**src/rtl/alu_commit_pkg.sv**
```systemverilog
// Shared definitions for the ALU commit stage: bundle layout, control-type and
// trap-cause codes, load size codes, FSM encoding and store-lane replication.
package alu_commit_pkg;

   localparam logic [1:0] CT_MEM  = 2'd0;
   localparam logic [1:0] CT_SYS  = 2'd1;
   localparam logic [1:0] CT_REG  = 2'd2;
   localparam logic [1:0] CT_TRAP = 2'd3;

   localparam logic [5:0] CAUSE_ILLEGAL        = 6'd2;
   localparam logic [5:0] CAUSE_LOAD_MISALIGN  = 6'd4;
   localparam logic [5:0] CAUSE_LOAD_FAULT     = 6'd5;
   localparam logic [5:0] CAUSE_STORE_MISALIGN = 6'd6;
   localparam logic [5:0] CAUSE_STORE_FAULT    = 6'd7;

   localparam logic [2:0] F3_LB  = 3'd0;
   localparam logic [2:0] F3_LH  = 3'd1;
   localparam logic [2:0] F3_LW  = 3'd2;
   localparam logic [2:0] F3_LBU = 3'd4;
   localparam logic [2:0] F3_LHU = 3'd5;

   localparam int BUNDLE_W      = 74;
   localparam int BIT_VALID     = 73;
   localparam int BIT_CTYPE_LO  = 71;
   localparam int BIT_RESULT_LO = 39;
   localparam int BIT_EADDR_LO  = 7;
   localparam int BIT_CAUSE_LO  = 1;
   localparam int BIT_REDIRECT  = 0;

   typedef struct packed {
      logic        valid;
      logic [1:0]  ctype;
      logic [31:0] result;
      logic [31:0] eaddr;
      logic [5:0]  cause;
      logic        redirect;
   } bundle_t;

   typedef enum logic [1:0] {
      ST_IDLE = 2'd0,
      ST_REQ  = 2'd1,
      ST_RSP  = 2'd2
   } state_t;

   // Store data copied into every byte lane the access size could occupy.
   function automatic logic [31:0] replicate_wdata(input logic [1:0] size, input logic [31:0] data);
      logic [31:0] out;
      case (size)
         2'd0:    out = {4{data[7:0]}};
         2'd1:    out = {2{data[15:0]}};
         default: out = data;
      endcase
      return out;
   endfunction

endpackage

```
**src/rtl/alu_commit_unit_if.sv**
```systemverilog
// Execute-stage bundle input, data-bus request/response and retire outputs of
// the ALU commit unit; master is the unit, slave is its environment.
interface alu_commit_unit_if;

   logic        in_valid;
   logic        in_ready;
   logic [73:0] in_bundle;
   logic [4:0]  in_rd;
   logic [2:0]  in_funct3;
   logic [1:0]  in_memaccess;
   logic [31:0] in_store_data;

   logic        dmem_req_valid;
   logic        dmem_req_ready;
   logic [31:0] dmem_req_addr;
   logic        dmem_req_wr;
   logic [1:0]  dmem_req_size;
   logic [31:0] dmem_req_wdata;
   logic        dmem_rsp_valid;
   logic [31:0] dmem_rsp_rdata;
   logic        dmem_rsp_err;

   logic        wb_valid;
   logic [4:0]  wb_rd;
   logic [31:0] wb_data;
   logic        redirect_valid;
   logic [31:0] redirect_pc;
   logic        trap_valid;
   logic [5:0]  trap_cause;
   logic [31:0] trap_tval;
   logic        sys_valid;

   modport master (
      input  in_valid, in_bundle, in_rd, in_funct3, in_memaccess, in_store_data,
      input  dmem_req_ready, dmem_rsp_valid, dmem_rsp_rdata, dmem_rsp_err,
      output in_ready,
      output dmem_req_valid, dmem_req_addr, dmem_req_wr, dmem_req_size, dmem_req_wdata,
      output wb_valid, wb_rd, wb_data, redirect_valid, redirect_pc,
      output trap_valid, trap_cause, trap_tval, sys_valid
   );

   modport slave (
      output in_valid, in_bundle, in_rd, in_funct3, in_memaccess, in_store_data,
      output dmem_req_ready, dmem_rsp_valid, dmem_rsp_rdata, dmem_rsp_err,
      input  in_ready,
      input  dmem_req_valid, dmem_req_addr, dmem_req_wr, dmem_req_size, dmem_req_wdata,
      input  wb_valid, wb_rd, wb_data, redirect_valid, redirect_pc,
      input  trap_valid, trap_cause, trap_tval, sys_valid
   );

endinterface

```
**src/rtl/load_align.sv**
```systemverilog
// Moves the addressed byte/half/word of a bus word down to bit 0 and extends it
// according to the load funct3; purely combinational.
module load_align
   import alu_commit_pkg::*;
(
   input  logic [31:0] rdata,
   input  logic [1:0]  offset,
   input  logic [2:0]  funct3,
   output logic [31:0] data
);

   logic [31:0] shifted_s;

   // Lane select then sign/zero extension; unknown funct3 returns the shifted word.
   always_comb begin
      shifted_s = rdata >> {offset, 3'b000};
      data      = shifted_s;
      case (funct3)
         F3_LB:   data = {{24{shifted_s[7]}}, shifted_s[7:0]};
         F3_LH:   data = {{16{shifted_s[15]}}, shifted_s[15:0]};
         F3_LW:   data = shifted_s;
         F3_LBU:  data = {24'h000000, shifted_s[7:0]};
         F3_LHU:  data = {16'h0000, shifted_s[15:0]};
         default: data = shifted_s;
      endcase
   end

endmodule

```
**src/rtl/alu_commit_unit.sv**
```systemverilog
// Retires fn_alu result bundles: register writeback, fetch redirect, traps,
// system hand-off, and single outstanding data-bus loads/stores.
module alu_commit_unit
   import alu_commit_pkg::*;
#(
   parameter int XLEN        = 32,
   parameter int RSP_TIMEOUT = 255
)(
   input  logic              CLK,
   input  logic              RST_N,
   alu_commit_unit_if.master bus
);

   localparam logic [15:0] TIMEOUT_L  = 16'(RSP_TIMEOUT);
   localparam bit          TIMEOUT_EN = (RSP_TIMEOUT != 0);

   state_t            state_r;
   logic              in_ready_r;
   logic              req_valid_r;
   logic              req_wr_r;
   logic [31:0]       req_wdata_r;
   logic [XLEN-1:0]   eaddr_r;
   logic [4:0]        rd_r;
   logic [2:0]        funct3_r;
   logic [15:0]       cnt_r;
   logic              wb_valid_r;
   logic [4:0]        wb_rd_r;
   logic [31:0]       wb_data_r;
   logic              redirect_valid_r;
   logic [31:0]       redirect_pc_r;
   logic              trap_valid_r;
   logic [5:0]        trap_cause_r;
   logic [31:0]       trap_tval_r;
   logic              sys_valid_r;

   bundle_t           bundle_s;
   logic [31:0]       load_data_s;

   assign bundle_s = bundle_t'(bus.in_bundle);

   load_align u_load_align (
      .rdata  (bus.dmem_rsp_rdata),
      .offset (eaddr_r[1:0]),
      .funct3 (funct3_r),
      .data   (load_data_s)
   );

   // Commit FSM; every output is a register so pulses are exactly one cycle wide.
   always_ff @(posedge CLK) begin
      if (!RST_N) begin
         state_r          <= ST_IDLE;
         in_ready_r       <= 1'b0;
         req_valid_r      <= 1'b0;
         req_wr_r         <= 1'b0;
         req_wdata_r      <= 32'h0000_0000;
         eaddr_r          <= '0;
         rd_r             <= 5'd0;
         funct3_r         <= 3'd0;
         cnt_r            <= 16'd0;
         wb_valid_r       <= 1'b0;
         wb_rd_r          <= 5'd0;
         wb_data_r        <= 32'h0000_0000;
         redirect_valid_r <= 1'b0;
         redirect_pc_r    <= 32'h0000_0000;
         trap_valid_r     <= 1'b0;
         trap_cause_r     <= 6'd0;
         trap_tval_r      <= 32'h0000_0000;
         sys_valid_r      <= 1'b0;
      end else begin
         wb_valid_r       <= 1'b0;
         redirect_valid_r <= 1'b0;
         trap_valid_r     <= 1'b0;
         sys_valid_r      <= 1'b0;
         case (state_r)
            ST_IDLE: begin
               in_ready_r <= 1'b1;
               // Bundles with bit 73 clear are consumed silently.
               if (bus.in_valid && in_ready_r && bundle_s.valid) begin
                  case (bundle_s.ctype)
                     CT_TRAP: begin
                        trap_valid_r <= 1'b1;
                        trap_cause_r <= bundle_s.cause;
                        trap_tval_r  <= bundle_s.eaddr;
                     end
                     CT_REG: begin
                        wb_valid_r <= (bus.in_rd != 5'd0);
                        wb_rd_r    <= bus.in_rd;
                        wb_data_r  <= bundle_s.result;
                        if (bundle_s.redirect) begin
                           redirect_valid_r <= 1'b1;
                           redirect_pc_r    <= bundle_s.eaddr;
                        end
                     end
                     CT_SYS: begin
                        sys_valid_r <= 1'b1;
                        wb_rd_r     <= bus.in_rd;
                        wb_data_r   <= bundle_s.result;
                     end
                     default: begin
                        if (bus.in_memaccess[1]) begin
                           trap_valid_r <= 1'b1;
                           trap_cause_r <= CAUSE_ILLEGAL;
                           trap_tval_r  <= bundle_s.eaddr;
                        end else begin
                           eaddr_r     <= bundle_s.eaddr;
                           rd_r        <= bus.in_rd;
                           funct3_r    <= bus.in_funct3;
                           req_wr_r    <= bus.in_memaccess[0];
                           req_wdata_r <= replicate_wdata(bus.in_funct3[1:0], bus.in_store_data);
                           req_valid_r <= 1'b1;
                           in_ready_r  <= 1'b0;
                           state_r     <= ST_REQ;
                        end
                     end
                  endcase
               end
            end
            ST_REQ: begin
               if (bus.dmem_req_ready) begin
                  req_valid_r <= 1'b0;
                  cnt_r       <= 16'd0;
                  state_r     <= ST_RSP;
               end
            end
            ST_RSP: begin
               // A response in the same cycle as the timeout still wins.
               if (bus.dmem_rsp_valid) begin
                  if (bus.dmem_rsp_err) begin
                     trap_valid_r <= 1'b1;
                     trap_cause_r <= req_wr_r ? CAUSE_STORE_FAULT : CAUSE_LOAD_FAULT;
                     trap_tval_r  <= eaddr_r;
                  end else if (!req_wr_r) begin
                     wb_valid_r <= (rd_r != 5'd0);
                     wb_rd_r    <= rd_r;
                     wb_data_r  <= load_data_s;
                  end
                  in_ready_r <= 1'b1;
                  state_r    <= ST_IDLE;
               end else if (TIMEOUT_EN && (cnt_r == TIMEOUT_L)) begin
                  trap_valid_r <= 1'b1;
                  trap_cause_r <= req_wr_r ? CAUSE_STORE_FAULT : CAUSE_LOAD_FAULT;
                  trap_tval_r  <= eaddr_r;
                  in_ready_r   <= 1'b1;
                  state_r      <= ST_IDLE;
               end else begin
                  cnt_r <= cnt_r + 16'd1;
               end
            end
            default: begin
               in_ready_r  <= 1'b0;
               req_valid_r <= 1'b0;
               state_r     <= ST_IDLE;
            end
         endcase
      end
   end

   assign bus.in_ready       = in_ready_r;
   assign bus.dmem_req_valid = req_valid_r;
   assign bus.dmem_req_addr  = {eaddr_r[XLEN-1:2], 2'b00};
   assign bus.dmem_req_wr    = req_wr_r;
   assign bus.dmem_req_size  = funct3_r[1:0];
   assign bus.dmem_req_wdata = req_wdata_r;
   assign bus.wb_valid       = wb_valid_r;
   assign bus.wb_rd          = wb_rd_r;
   assign bus.wb_data        = wb_data_r;
   assign bus.redirect_valid = redirect_valid_r;
   assign bus.redirect_pc    = redirect_pc_r;
   assign bus.trap_valid     = trap_valid_r;
   assign bus.trap_cause     = trap_cause_r;
   assign bus.trap_tval      = trap_tval_r;
   assign bus.sys_valid      = sys_valid_r;

endmodule
```
**src/flat_wrapper.sv**
```systemverilog
// flat-port wrapper written by rule: the top's interface ports become plain ports
module alu_commit_unit_flat import alu_commit_pkg::*;
#(
   parameter int XLEN        = 32,
   parameter int RSP_TIMEOUT = 255
)
  (CLK, RST_N, bus_in_valid, bus_in_bundle, bus_in_rd, bus_in_funct3, bus_in_memaccess, bus_in_store_data, bus_dmem_req_ready, bus_dmem_rsp_valid, bus_dmem_rsp_rdata, bus_dmem_rsp_err, bus_in_ready, bus_dmem_req_valid, bus_dmem_req_addr, bus_dmem_req_wr, bus_dmem_req_size, bus_dmem_req_wdata, bus_wb_valid, bus_wb_rd, bus_wb_data, bus_redirect_valid, bus_redirect_pc, bus_trap_valid, bus_trap_cause, bus_trap_tval, bus_sys_valid);
  alu_commit_unit_if bus_i ();
  input  logic CLK;
  input  logic RST_N;
  input wire logic [$bits(bus_i.in_valid)-1:0] bus_in_valid;
  input wire logic [$bits(bus_i.in_bundle)-1:0] bus_in_bundle;
  input wire logic [$bits(bus_i.in_rd)-1:0] bus_in_rd;
  input wire logic [$bits(bus_i.in_funct3)-1:0] bus_in_funct3;
  input wire logic [$bits(bus_i.in_memaccess)-1:0] bus_in_memaccess;
  input wire logic [$bits(bus_i.in_store_data)-1:0] bus_in_store_data;
  input wire logic [$bits(bus_i.dmem_req_ready)-1:0] bus_dmem_req_ready;
  input wire logic [$bits(bus_i.dmem_rsp_valid)-1:0] bus_dmem_rsp_valid;
  input wire logic [$bits(bus_i.dmem_rsp_rdata)-1:0] bus_dmem_rsp_rdata;
  input wire logic [$bits(bus_i.dmem_rsp_err)-1:0] bus_dmem_rsp_err;
  output wire logic [$bits(bus_i.in_ready)-1:0] bus_in_ready;
  output wire logic [$bits(bus_i.dmem_req_valid)-1:0] bus_dmem_req_valid;
  output wire logic [$bits(bus_i.dmem_req_addr)-1:0] bus_dmem_req_addr;
  output wire logic [$bits(bus_i.dmem_req_wr)-1:0] bus_dmem_req_wr;
  output wire logic [$bits(bus_i.dmem_req_size)-1:0] bus_dmem_req_size;
  output wire logic [$bits(bus_i.dmem_req_wdata)-1:0] bus_dmem_req_wdata;
  output wire logic [$bits(bus_i.wb_valid)-1:0] bus_wb_valid;
  output wire logic [$bits(bus_i.wb_rd)-1:0] bus_wb_rd;
  output wire logic [$bits(bus_i.wb_data)-1:0] bus_wb_data;
  output wire logic [$bits(bus_i.redirect_valid)-1:0] bus_redirect_valid;
  output wire logic [$bits(bus_i.redirect_pc)-1:0] bus_redirect_pc;
  output wire logic [$bits(bus_i.trap_valid)-1:0] bus_trap_valid;
  output wire logic [$bits(bus_i.trap_cause)-1:0] bus_trap_cause;
  output wire logic [$bits(bus_i.trap_tval)-1:0] bus_trap_tval;
  output wire logic [$bits(bus_i.sys_valid)-1:0] bus_sys_valid;
  assign bus_i.in_valid = bus_in_valid;
  assign bus_i.in_bundle = bus_in_bundle;
  assign bus_i.in_rd = bus_in_rd;
  assign bus_i.in_funct3 = bus_in_funct3;
  assign bus_i.in_memaccess = bus_in_memaccess;
  assign bus_i.in_store_data = bus_in_store_data;
  assign bus_i.dmem_req_ready = bus_dmem_req_ready;
  assign bus_i.dmem_rsp_valid = bus_dmem_rsp_valid;
  assign bus_i.dmem_rsp_rdata = bus_dmem_rsp_rdata;
  assign bus_i.dmem_rsp_err = bus_dmem_rsp_err;
  assign bus_in_ready = bus_i.in_ready;
  assign bus_dmem_req_valid = bus_i.dmem_req_valid;
  assign bus_dmem_req_addr = bus_i.dmem_req_addr;
  assign bus_dmem_req_wr = bus_i.dmem_req_wr;
  assign bus_dmem_req_size = bus_i.dmem_req_size;
  assign bus_dmem_req_wdata = bus_i.dmem_req_wdata;
  assign bus_wb_valid = bus_i.wb_valid;
  assign bus_wb_rd = bus_i.wb_rd;
  assign bus_wb_data = bus_i.wb_data;
  assign bus_redirect_valid = bus_i.redirect_valid;
  assign bus_redirect_pc = bus_i.redirect_pc;
  assign bus_trap_valid = bus_i.trap_valid;
  assign bus_trap_cause = bus_i.trap_cause;
  assign bus_trap_tval = bus_i.trap_tval;
  assign bus_sys_valid = bus_i.sys_valid;
  alu_commit_unit #(.XLEN(XLEN), .RSP_TIMEOUT(RSP_TIMEOUT)) u_core (.CLK(CLK), .RST_N(RST_N), .bus(bus_i));
endmodule
```
**config.mk**
```make
export PLATFORM = sky130hd
export DESIGN_NAME = alu_commit_unit_flat
export DESIGN_NICKNAME = d
export VERILOG_FILES = /design/src/rtl/alu_commit_pkg.sv /design/src/rtl/alu_commit_unit_if.sv /design/src/rtl/load_align.sv /design/src/rtl/alu_commit_unit.sv /design/src/flat_wrapper.sv
export SDC_FILE = /design/constraint.sdc
export NUM_CORES = 1
export LEC_CHECK = 0
export ABC_CLOCK_PERIOD_IN_PS = 1880
export CAP_MARGIN = 20
export CORE_MARGIN = 1.5
export CORE_UTILIZATION = 41
export DETAILED_ROUTE_END_ITERATION = 8
export GPL_ROUTABILITY_DRIVEN = 0
export GPL_TIMING_DRIVEN = 0
export PLACE_DENSITY = 0.87
export SETUP_SLACK_MARGIN = 0.02
export SYNTH_ARGS = -nofsm -noshare
export SYNTH_HDL_FRONTEND = slang
export SYNTH_SLANG_ARGS = --single-unit
```
**constraint.sdc**
```tcl
create_clock -name CLK -period 1.88 [get_ports CLK]
set_input_delay 0.564 -clock CLK [delete_from_list [all_inputs] [get_ports CLK]]
set_output_delay 0.564 -clock CLK [all_outputs]
set_load 0.05 [all_outputs]
```
==> flow_metrics.env <==
export IMPL_status="finished with violations"
export IMPL_violations="setup timing"
export IMPL_port_buffers=329
export IMPL_avgSynthCellArea_sq_um=7.97
export IMPL_final_setup_tns_ns=-0.104
export IMPL_crit_type="reg2reg"
export IMPL_ys_types=52
export IMPL_wl_per_cell_um=20.5
export IMPL_ys_async_sr_fraction_pct=0
export IMPL_cap_violations=0
export IMPL_finalClockSkew_ns=0.00802
export IMPL_nets=1701
export IMPL_reg2reg_from="u_core.state_r[1]$_SDFFE_PN0P_"
export IMPL_drt_vias_per_instance=5.59
export IMPL_fillCellCount=1751
export IMPL_ir_worst_vdd_v=0.000668
export IMPL_cts_buffer_depth=3
export IMPL_synth_seq_cells=204
export IMPL_stdcell_count=1836
export IMPL_dp_slack_ns=-1.06
export IMPL_grt_pass1_wl_um=56300
export IMPL_min_period_over_period_pct=101
export IMPL_yosys_area_top_type_share_pct=44.5
export IMPL_cts_made_buffers=24
export IMPL_crit_fanout=6
export IMPL_die_y_um=153
export IMPL_routed_wirelength_um=37700
export IMPL_hp_start="u_core.bus.dmem_req_wdata[0]$_SDFFE_PN0P_"
export IMPL_synth_largest_area_cell="dfxtp_1"
export IMPL_clock_root_buffer="clkbuf_16"
export IMPL_cts_tree="yes"
export IMPL_die_w_um=153
export IMPL_hold_path_class="reg2reg"
export IMPL_fp_dieArea_sq_um=23300
export IMPL_ys_warn_count=0
export IMPL_period_minus_slack_ns=1.90
export IMPL_dr_pass1_iters=6
export IMPL_dpl_cell_count=1763
export IMPL_row_count=54
export IMPL_drv_slew=0
export IMPL_syn_inst=1153
export IMPL_cts_sinks=204
export IMPL_path_clk_slew_ns=0.06
export IMPL_dp_hpwl_um=26700
export IMPL_coreArea_sq_um=21900
export IMPL_syn2layout_area_growth_pct=57.9
export IMPL_crit_start="u_core.state_r[1]$_SDFFE_PN0P_"
export IMPL_regArea_sq_um=4100
export IMPL_power_density_nw_per_um2=709
export IMPL_drtIter0Drc=776
export IMPL_crit_arrival_ns=2.34
export IMPL_drive_gt1_share_pct=27.3
export IMPL_rsz0062_at_grt="yes"
export IMPL_hold_violations=0
export IMPL_grt_pass1_vias=10100
export IMPL_leakagePower_uw=0.00533
export IMPL_grt_start_max_net_pins=13
export IMPL_antenna_found_initial=1
export IMPL_post_route_util_pct=66.3
export IMPL_worstMarginPinSlew_ns=0.692
export IMPL_multi_input_area_sq_um=4680
export IMPL_syn_area_sq_um=9190
export IMPL_ant_nets=0
export IMPL_holdBufCountCts=0
export IMPL_grt_use_total_pct=30.3
export IMPL_ys_seq_area_share_pct=44.5
export IMPL_overflow=0
export IMPL_required_ns=2.32
export IMPL_setup_slack_ns=-0.0215
export IMPL_synth_flop_cell="dfxtp_1"
export IMPL_drc=0
export IMPL_start_util_pct=42.0
export IMPL_synth_edff_count=0
export IMPL_io_pins=334
export IMPL_clk_latency_ns=0.51
export IMPL_final_setup_viol_count=10
export IMPL_vias=10300
export IMPL_ys_top_cells_by_area="dfxtp_1 44%, nand2_1 13%, a21oi_1 6.9%"
export IMPL_end_kind="register"
export IMPL_htree_levels=1
export IMPL_crit_path_start_kind="register"
export IMPL_fmax_mhz=526
export IMPL_hold_slack_ns=0.452
export IMPL_maxSlewHeadroom_pct=53.9
through the flow:
| step | power [uW] | instance area (sq um) |
|---|---|---|
| 6_report | 10300 | 14500 |
| 5_1_grt | 10600 | 14500 |
| 4_1_cts | 10300 | 14200 |
| 3_5_place_dp | 5810 | 12900 |
| 2_1_floorplan | 5140 | 9280 |
| 3_3_place_gp | 5800 | 12900 |
cell usage after synthesis (all sizes together), types with 4 or more instances:
cell / count
a311oi: 47
nor4: 4
inv: 4
nor2b: 7
and3: 6
nand3: 20
buf: 74
nor2: 92
dfxtp: 204
a21oi: 126
clkbuf: 53
a22oi: 8
nand4: 7
mux2: 9
xor2: 13
nand2b: 5
ha: 6
o21ai: 49
nand2: 309
a211oi: 10
mux2i: 33
o22ai: 15
o221ai: 8
o211ai: 19
cells by family (layout without fill, tap and decap cells):
kind of cell | after synthesis | count (layout) | synth area share, %
DFF | 204 | 204 | 44.5
other | 1 | 3 | 0.0408
AOI/OAI and AO/OA | 291 | 291 | 19.9
and+or+nand+nor | 463 | 463 | 20.9
xor gates and xnor gates | 14 | 14 | 1.33
adders and majority gates | 6 | 6 | 0.817
muxes | 43 | 43 | 4.94
buffers and inverters | 131 | 532 | 7.64
path summary, 6_finish.rpt:
| kind | cells after the start | slack (ns) | end |
|---|---|---|---|
| max reg2reg | 9 | -0.02 | u_core.bus.wb_data[29]$_SDFFE_PN0P_ |
| min | 2 | 0.45 | u_core.bus.dmem_req_wdata[0]$_SDFFE_PN0P_ |
| min reg2reg | 2 | 0.45 | u_core.bus.dmem_req_wdata[0]$_SDFFE_PN0P_ |
| max | 9 | -0.02 | u_core.bus.wb_data[29]$_SDFFE_PN0P_ |
registers in the layout, summed over array words and instances, names as in the netlist:
register                   count
u_core.bus.sys_valid           1
u_core.bus.dmem_req_wdata     32
u_core.rd_r                    5
u_core.bus.redirect_pc        32
u_core.bus.trap_tval          32
u_core.bus.redirect_valid      1
u_core.bus.wb_data            32
u_core.bus.wb_valid            1
u_core.bus.dmem_req_valid      1
u_core.bus.in_ready            1
u_core.bus.wb_rd               5
u_core.bus.dmem_req_wr         1
u_core.funct3_r                3
u_core.state_r                 2
u_core.cnt_r                  16
u_core.bus.trap_valid          1
u_core.bus.trap_cause          6
u_core.eaddr_r                32
power by group:
| group | internal (uW) | switching [uW] |
|---|---|---|
| sequential | 4400 | 45.1 |
| combinational | 592 | 776 |
| clock | 2680 | 1790 |
| total | 7670 | 2620 |
layer usage:
layer  routed length, um  vias to the layer above  track usage, %
li1                    -                     4741               -
met1               14300                     4782            36.2
met2               18000                      633            51.7
met3                3850                      104            7.85
met4                1490                        0            12.3
met5                   0                        -               0
area by class of cell:
type	count	share of cell area (%)
inverter	4	0.207
tap	280	2.41
buffer	124	6.18
timing repair buffer	364	25.5
clock inverter	3	0.103
multi-input combinational	819	32.3
antenna	1	0.0172
sequential	204	28.2
clock buffer	37	5.11
cell usage in the layout, fill, tap and decap left out, types with 6 or more instances in the layout:
cell	instances
nand2_1	308
dfxtp_1	196
clkdlybuf4s50_1	143
clkdlybuf4s15_2	141
a21oi_1	121
nor2_1	89
buf_4	65
buf_2	42
a311oi_1	42
o21ai_0	34
mux2i_1	33
clkbuf_2	27
clkbuf_16	27
clkbuf_1	22
o211ai_1	19
nand3_1	19
buf_6	16
o22ai_1	14
xor2_1	13
clkbuf_4	11
mux2_2	9
o21ai_1	9
a211oi_1	9
a22oi_1	8
buf_12	7
nand4_1	7
clkbuf_8	7
dfxtp_2	7
buf_8	6
o221ai_2	6
critical path, cell delays in order (launching register included):
cell      delay, ns
dfxtp_2        0.32
buf_6          0.12
nand4b_4       0.21
buf_6          0.16
nor3b_4        0.25
or2_4          0.19
buf_12         0.14
buf_8          0.12
o211ai_1       0.13
o21ai_1        0.18
timing repair:
action | 4_1_cts | 5_1_grt
pin swaps | 15 | 18
endpoints found under the setup margin | 375 | 178
setup buffers | 22 | 8
cloned | 5 | 2
resized for setup | 689 | 102
(Power assumes the default switching activity.)
